`src/rtl/psum_accum.sv`:
```
// Partial-sum accumulator behind the 1-D conv PE: sums NUM_PASS PE runs, then drains the row.
// Optional RELU_EN build macro clamps negative drained words to zero at the output mux.
module psum_accum #(
  parameter int D_WIDTH  = 32,
  parameter int NUM_OUT  = 3,
  parameter int NUM_PASS = 3
) (
  input  logic               clk,
  input  logic               rst,
  input  logic               pe_done,
  input  logic [D_WIDTH-1:0] pe_out0,
  input  logic [D_WIDTH-1:0] pe_out1,
  input  logic [D_WIDTH-1:0] pe_out2,
  output logic               accept_ready,
  output logic [D_WIDTH-1:0] out_data,
  output logic [1:0]         out_idx,
  output logic               out_valid,
  input  logic               out_ready,
  output logic               row_done,
  output logic [3:0]         pass_cnt,
  output logic               drop_err
);

  typedef enum logic {S_COLLECT, S_DRAIN} state_t;

  state_t             r_state;
  state_t             w_state_next;
  logic [3:0]         r_pass_cnt;
  logic [1:0]         r_out_idx;
  logic               r_row_done;
  logic               r_drop_err;
  logic [D_WIDTH-1:0] w_pe_out [0:2];
  logic [D_WIDTH-1:0] w_acc    [0:2];
  logic [D_WIDTH-1:0] w_sel;
  logic               w_accept;
  logic               w_first_pass;
  logic               w_last_pass;
  logic               w_beat;
  logic               w_last_beat;

  assign w_pe_out[0] = pe_out0;
  assign w_pe_out[1] = pe_out1;
  assign w_pe_out[2] = pe_out2;

  assign w_accept     = pe_done && (r_state == S_COLLECT);
  assign w_first_pass = (r_pass_cnt == 4'd0);
  assign w_last_pass  = (r_pass_cnt == 4'(NUM_PASS - 1));
  assign w_beat       = (r_state == S_DRAIN) && out_ready;
  assign w_last_beat  = w_beat && (r_out_idx == 2'(NUM_OUT - 1));

  // The first pass overwrites, so a finished row never needs an explicit clear.
  genvar gi;
  generate
    for (gi = 0; gi < 3; gi++) begin : g_acc
      if (gi < NUM_OUT) begin : g_used
        logic [D_WIDTH-1:0] r_acc;
        always_ff @(posedge clk) begin
          if (rst) begin
            r_acc <= '0;
          end else if (w_accept) begin
            r_acc <= w_first_pass ? w_pe_out[gi] : r_acc + w_pe_out[gi];
          end
        end
        assign w_acc[gi] = r_acc;
      end else begin : g_unused
        assign w_acc[gi] = '0;
      end
    end
  endgenerate

  always_ff @(posedge clk) begin
    if (rst) begin
      r_state <= S_COLLECT;
    end else begin
      r_state <= w_state_next;
    end
  end

  always_comb begin
    w_state_next = r_state;
    accept_ready = 1'b0;
    out_valid    = 1'b0;
    case (r_state)
      S_COLLECT: begin
        accept_ready = 1'b1;
        if (w_accept && w_last_pass) w_state_next = S_DRAIN;
      end
      S_DRAIN: begin
        out_valid = 1'b1;
        if (w_last_beat) w_state_next = S_COLLECT;
      end
      default: w_state_next = S_COLLECT;
    endcase
  end

  always_ff @(posedge clk) begin
    if (rst) begin
      r_pass_cnt <= 4'd0;
      r_out_idx  <= 2'd0;
      r_row_done <= 1'b0;
      r_drop_err <= 1'b0;
    end else begin
      r_row_done <= w_last_beat;
      if (pe_done && (r_state == S_DRAIN)) r_drop_err <= 1'b1;
      if (w_accept) r_pass_cnt <= w_last_pass ? 4'd0 : r_pass_cnt + 4'd1;
      if (w_beat) r_out_idx <= w_last_beat ? 2'd0 : r_out_idx + 2'd1;
    end
  end

  always_comb begin
    w_sel = '0;
    case (r_out_idx)
      2'd0:    w_sel = w_acc[0];
      2'd1:    w_sel = w_acc[1];
      2'd2:    w_sel = w_acc[2];
      default: w_sel = '0;
    endcase
  end

  always_comb begin
    out_data = '0;
    if (out_valid) begin
`ifdef RELU_EN
      out_data = w_sel[D_WIDTH-1] ? '0 : w_sel;
`else
      out_data = w_sel;
`endif
    end
  end

  assign out_idx  = r_out_idx;
  assign row_done = r_row_done;
  assign pass_cnt = r_pass_cnt;
  assign drop_err = r_drop_err;

endmodule

```
`config.mk`:
```
export PLATFORM = sky130hd
export DESIGN_NAME = psum_accum
export DESIGN_NICKNAME = d
export VERILOG_FILES = /design/src/rtl/psum_accum.sv
export SDC_FILE = /design/constraint.sdc
export NUM_CORES = 1
export LEC_CHECK = 0
export ABC_CLOCK_PERIOD_IN_PS = 3700
export CAP_MARGIN = 20
export CORE_MARGIN = 2
export CORE_UTILIZATION = 55
export DETAILED_ROUTE_END_ITERATION = 7
export DONT_BUFFER_PORTS = 1
export GPL_TIMING_DRIVEN = 0
export MAX_ROUTING_LAYER = met4
export PLACE_DENSITY_LB_ADDON = 0.12
export SYNTH_ARGS = -nofsm -noshare
export SYNTH_HDL_FRONTEND = slang
export SYNTH_SLANG_ARGS = --single-unit
```
`constraint.sdc`:
```
create_clock -name clk -period 3.7 [get_ports clk]
set_clock_uncertainty 0.15 [all_clocks]
set_input_delay 0.555 -clock clk [delete_from_list [all_inputs] [get_ports clk]]
set_output_delay 0.555 -clock clk [all_outputs]
set_load 0.03 [all_outputs]
```
==> results of run 1 <==
[power by group]
part | internal (uW) | switching, uW | total, uW
sequential | 1240 | 128 | 1370
clock | 475 | 488 | 963
combinational | 708 | 1180 | 1890
total | 2430 | 1790 | 4220
[worst max path at each step]
stage	start	endpoint	slack, ps	depth (start not counted)
after floorplan	pe_out1[0]	g_acc[1].g_used.r_acc[24]	420	11
after detailed placement	pe_out1[0]	g_acc[1].g_used.r_acc[24]	-110	11
after global routing	r_state	g_acc[0].g_used.r_acc[16]	0.2	7
after global placement	pe_out1[0]	g_acc[1].g_used.r_acc[24]	-80	11
after CTS	out_idx[0]	out_data[20]	20	6
final	r_state	g_acc[1].g_used.r_acc[20]	130	7
[routing by layer]
metal,up-vias,global-route usage (%),part of all wire [%]
li1,5169,-,-
met1,5139,51.42,42
met2,595,59.21,44
met3,104,9.333,11
met4,0,13.79,3.5
met5,-,-,0
[Yosys cell counts, drive strengths merged (12+ instances only)]
| cell type | count | area [um2] |
|---|---|---|
| nand2 | 168 | 630.6 |
| a21oi | 161 | 809.5 |
| buf | 15 | 57.55 |
| ha | 93 | 1164 |
| a2111oi | 12 | 167.7 |
| nor2b | 14 | 87.58 |
| a31oi | 23 | 158.9 |
| mux2i | 33 | 330.3 |
| dfxtp | 105 | 2102 |
| a311oi | 45 | 394.1 |
| nor3 | 18 | 90.09 |
| xnor2 | 39 | 341.6 |
| nand4 | 16 | 100.1 |
| nor2 | 167 | 626.9 |
| clkbuf | 78 | 292.8 |
| o21a | 13 | 97.59 |
| o21bai | 12 | 90.09 |
| o21ai | 76 | 384.1 |
| xor2 | 34 | 297.8 |
| a211oi | 18 | 135.1 |
| nand3 | 28 | 140.1 |
| a21o | 68 | 511.7 |
[flip-flops by register name, summed over array words and instances (netlist names)]
| register | count |
|---|---|
| row_done | 1 |
| out_idx | 2 |
| drop_err | 1 |
| r_state | 1 |
| pass_cnt | 4 |
| g_acc.g_used.r_acc | 96 |
[critical path: cells and delay by family (launching register included)]
| family | cells | cell delay [ps] |
|---|---|---|
| AOI/OAI and AO/OA | 2 | 280 |
| DFF | 1 | 580 |
| buffers and inverters | 4 | 2250 |
| and+or+nand+nor | 1 | 220 |
[cells in the final DEF (no fill, tap or decap), drive strengths merged, types with 11 or more instances in the layout]
cell type / count
dfxtp: 105
a31oi: 23
nand2: 168
o21bai: 12
a211oi: 18
nor3: 18
nand3: 28
and3: 11
a311oi: 45
nor2: 167
o211ai: 11
mux2i: 33
o21ai: 76
xnor2: 39
buf: 15
nand4: 16
ha: 93
nor2b: 14
o21a: 13
xor2: 34
clkbuf: 89
a21oi: 161
a2111oi: 12
a21o: 68
[repair_timing]
| action | 4_1_cts | 5_1_grt |
|---|---|---|
| setup buffers | 0 | 0 |
| endpoints found under the setup margin | 20 | 23 |
| gates resized for setup | 2 | 7 |
[final cells by class]
class                      count  area (um2)  area share, %
timing repair buffer           1       7.507        0.06917
clock buffer                  11       242.7          2.237
clock inverter                 5       31.28         0.2882
buffer                        93       361.6          3.332
multi-input combinational   1179        7784          71.72
tap                          229       286.5          2.640
sequential                   105        2102          19.37
inverter                      10       37.54         0.3459
[per-stage QoR]
| stage | TNS (ps) | hold slack [ps] | utilization (%) | setup slack, ps |
|---|---|---|---|---|
| after global placement | -80.92 | 312.6 | 58.09 | -80.92 |
| after detailed placement | -108.7 | 322.1 | 58.09 | -107.6 |
| after floorplan | 0 | 298.0 | - | 422.7 |
| after global routing | 0 | 191.8 | 59.80 | 0.2034 |
| after CTS | 0 | 176.3 | 59.61 | 19.36 |
| final | 0 | 180.2 | 59.80 | 132.5 |
[cell families after synthesis]
| group | synth area share (%) |
|---|---|
| buffers and inverters | 3.782 |
| and+or+nand+nor | 21.08 |
| adders and majority gates | 11.93 |
| DFF | 20.50 |
| muxes | 3.697 |
| xor gates and xnor gates | 6.235 |
| AOI/OAI and AO/OA | 32.77 |
==> impl_metrics.env, run 1 <==
export IMPL_reg2reg_depth=7
export IMPL_syn_avg_cell_area_um2=7.394
export IMPL_clk_latency_ps=370
export IMPL_max_slew_margin_rel_pct=36.54
export IMPL_path_max_fanout=10
export IMPL_drt_total_wl_mm=38.13
export IMPL_first_pass_iters=6
export IMPL_drt_iter0_drc=1138
export IMPL_io_buffers=0
export IMPL_hold_end="drop_err"
export IMPL_dpl_instance_area_mm2=0.01054
export IMPL_grt_max_degree=17
export IMPL_wl_per_cell_um=23.35
export IMPL_nets=1595
export IMPL_synth_seq_area_share_pct=20.50
export IMPL_p_leak_uw=0.004585
export IMPL_crit_chain="clkinv_1 -> nand2_1 -> clkbuf_1 -> clkdlybuf4s15_1 -> clkbuf_1 -> a21oi_1 -> a21oi_1"
export IMPL_setup_worst_path_start_class="flop"
export IMPL_cts_sinks=105
export IMPL_hold_buffers=0
export IMPL_cts_clk_slew_worst_paths_ps=80
export IMPL_clockBufferDepth=2
export IMPL_finalMaxSlewViolations=0
export IMPL_final_cells=1633
export IMPL_synth_nets=1583
export IMPL_via_per_inst=6.740
export IMPL_grt_ovfl_total=0
export IMPL_regToRegEndpoint="g_acc[1].g_used.r_acc[20]"
export IMPL_core_area_mm2=0.01815
export IMPL_die_area_mm2=0.01975
export IMPL_grt_first_pass_wirelength_mm=58.15
export IMPL_r2r_start="r_state"
export IMPL_max_stage_delay_ps=790
export IMPL_drive_above_1_share_pct=3.704
export IMPL_initial_core_util_pct=56.51
export IMPL_min_path_cells=2
export IMPL_ir_drop_uv=268.2
export IMPL_criticalPathCategory="flop to flop"
export IMPL_setup_violations=0
export IMPL_antenna_left=0
export IMPL_min_delay_path_class="primary input to flop"
export IMPL_diodes=0
export IMPL_post_route_min_period_ps=3567
export IMPL_tightest_slew_ps=951.9
export IMPL_htree_levels=3
export IMPL_root_buffer="clkbuf_16"
export IMPL_via_count=11010
export IMPL_grt_pass1_vias=10140
export IMPL_gp_congestion=1.004
export IMPL_dp_cells=1616
export IMPL_synth_edf_count=0
export IMPL_rsz0062_at_grt="no"
export IMPL_drc=0
export IMPL_async_flop_share_pct=0
export IMPL_required_ps=3840
export IMPL_mappedNetlistArea_mm2=0.01025
export IMPL_worstHoldStart="pe_done"
export IMPL_synth_ff_type="dfxtp_1"
export IMPL_status="finished, final reports clean"
export IMPL_cp_data_arrival_time_ps=3710
export IMPL_synth_warnings=0
export IMPL_nFillCells=1778
export IMPL_syn_to_final_growth_pct=5.832
export IMPL_period_share_pct=96.42
export IMPL_cts_made_buffers=9
export IMPL_synth_cell_types=75
export IMPL_rrSetupSlack_ps=130
export IMPL_die_y_um=140.5
export IMPL_ys_seq_elements=105
export IMPL_die_x_um=140.5
export IMPL_netlist_instances=1387
export IMPL_power_uw=4221
export IMPL_design_area_mm2=0.01085
export IMPL_critPathSlowestCell="clkdlybuf4s15_1"
export IMPL_rows=49
export IMPL_hold_viol_final=0
export IMPL_tritoncts="built"
export IMPL_io_pins=142
export IMPL_fmax_ghz=0.2803
export IMPL_power_density_mw_per_mm2=388.9
export IMPL_globalRouteTotalUtil_pct=39.20
export IMPL_cap_violations=0
export IMPL_antenna_found_initial=0
export IMPL_cp_end_kind="flop"
export IMPL_dp_hpwl_mm=29.07
No activity file was read; power rests on OpenSTA's default activity.
==> inputs of run 2 (changes only) <==
- SKIP_CTS_REPAIR_TIMING: default -> 1
==> run 2 against run 1 <==
  * Hold slack about the same
  * Critical path type unchanged
  * Flip-flop and latch count unchanged
  * Die area unchanged
  * Sequential power about the same
  * Setup slack worse by 19 ps
  * Register-to-register slack worse by 20 ps
  * Fmax down 0.54%
  * Largest power group unchanged
  * Global-route usage unchanged
  * Non-clock buffer count unchanged
  * Via count down 0.62%
  * Power about the same
  * Clock power about the same
==> impl_metrics.env, run 2 (synthesis results as in run 1) <==
export IMPL_path_max_fanout=10
export IMPL_dp_hpwl_mm=29.07
export IMPL_drive_above_1_share_pct=3.704
export IMPL_drt_total_wl_mm=38.11
export IMPL_io_buffers=0
export IMPL_nFillCells=1778
export IMPL_cp_data_arrival_time_ps=3730
export IMPL_die_y_um=140.5
export IMPL_nets=1595
export IMPL_worstHoldStart="pe_done"
export IMPL_post_route_min_period_ps=3587
export IMPL_max_flop_register="g_acc.g_used.r_acc"
export IMPL_fmax_ghz=0.2788
export IMPL_final_cells=1633
export IMPL_drc=0
export IMPL_p_leak_uw=0.004584
export IMPL_finalMaxSlewViolations=0
export IMPL_cap_violations=0
export IMPL_io_pins=142
export IMPL_ir_drop_uv=267.9
export IMPL_dp_cells=1616
export IMPL_largest_reg_flops=96
export IMPL_via_per_inst=6.699
export IMPL_root_buffer="clkbuf_16"
export IMPL_r2r_start="r_state"
export IMPL_antenna_left=0
export IMPL_max_slew_margin_rel_pct=34.98
export IMPL_setup_worst_path_start_class="flop"
export IMPL_core_area_mm2=0.01815
export IMPL_initial_core_util_pct=56.51
export IMPL_first_pass_iters=6
export IMPL_seqCellArea_mm2=0.002102
export IMPL_grt_max_degree=17
export IMPL_htree_levels=3
export IMPL_status="finished, final reports clean"
export IMPL_antenna_found_initial=0
export IMPL_power_density_mw_per_mm2=388.9
export IMPL_period_share_pct=96.94
export IMPL_die_x_um=140.5
export IMPL_required_ps=3840
export IMPL_die_area_mm2=0.01975
export IMPL_tightest_slew_ps=975.3
export IMPL_tritoncts="built"
export IMPL_via_count=10940
export IMPL_syn_to_final_growth_pct=5.832
export IMPL_cts_made_buffers=9
export IMPL_grt_pass1_vias=10140
export IMPL_place_ws_ps=-107.6
export IMPL_clockBufferDepth=2
export IMPL_mostFrequentLayoutCell="nand2_1"
export IMPL_grt_ovfl_total=0
export IMPL_layout_common_cells="nand2_1, nor2_1, a21oi_1"
export IMPL_rows=49
export IMPL_criticalPathCategory="flop to flop"
export IMPL_drt_iter0_drc=1145
export IMPL_rsz0062_at_grt="no"
export IMPL_wl_per_cell_um=23.33
export IMPL_multi_input_area_mm2=0.007784
export IMPL_grt_first_pass_wirelength_mm=58.15
export IMPL_clk_latency_ps=370
export IMPL_hold_viol_final=0
export IMPL_globalRouteTotalUtil_pct=39.20
export IMPL_fin_util_pct=59.80
export IMPL_cp_end_kind="flop"
export IMPL_setup_violations=0
export IMPL_min_delay_path_class="primary input to flop"
export IMPL_cts_sinks=105
export IMPL_diodes=0
export IMPL_critical_path_startpoint="r_state"
export IMPL_gp_congestion=1.004
export IMPL_worst_slack_ps=113.3
export IMPL_cts_clk_slew_worst_paths_ps=80
-- run 2: critical path, cell delays in order, from the launching register on --
cell and delay (ps):
dfxtp_1 580, clkinv_1 490, nand2_1 210, clkbuf_1 410, clkdlybuf4s15_1 790, clkbuf_1 570
a21oi_1 80, a21oi_1 200
-- run 2: layout make-up --
cell class	instances	share of cell area, %
buffer	93	3.332
timing repair buffer	1	0.06917
clock buffer	11	2.237
clock inverter	5	0.2882
tap	229	2.640
inverter	10	0.3459
multi-input combinational	1179	71.72
sequential	105	19.37
-- run 2: worst paths after layout --
path                                     to  slack (ps)  cells after the start
setup / recovery  g_acc[1].g_used.r_acc[20]         110                      7
hold / removal                     drop_err         180                      2
setup reg to reg  g_acc[1].g_used.r_acc[20]         110                      7
hold reg to reg   g_acc[0].g_used.r_acc[21]         340                      2
-- run 2: report_power, final --
group          internal (uW)  switching (uW)  total [uW]
registers               1240             128        1370
logic                    708            1180        1890
clock network            475             487         962
-- run 2: stage by stage --
step                      hold WS [ps]  setup TNS [ps]  power (uW)  cell area, um2
after CTS                        176.3           -3049        4154           10820
final                            180.4               0        4221           10850
after global placement           312.6          -80.92        3192           10540
after detailed placement         322.1          -108.7        3209           10540
after floorplan                  298.0               0        2733           10250
after global routing             191.8               0        4447           10850
-- run 2: metal layers --
metal	part of all wire, %	global-route usage [%]
met1	41	51.42
met2	43	59.21
met3	11	9.333
met4	3.8	13.79
met5	0	-
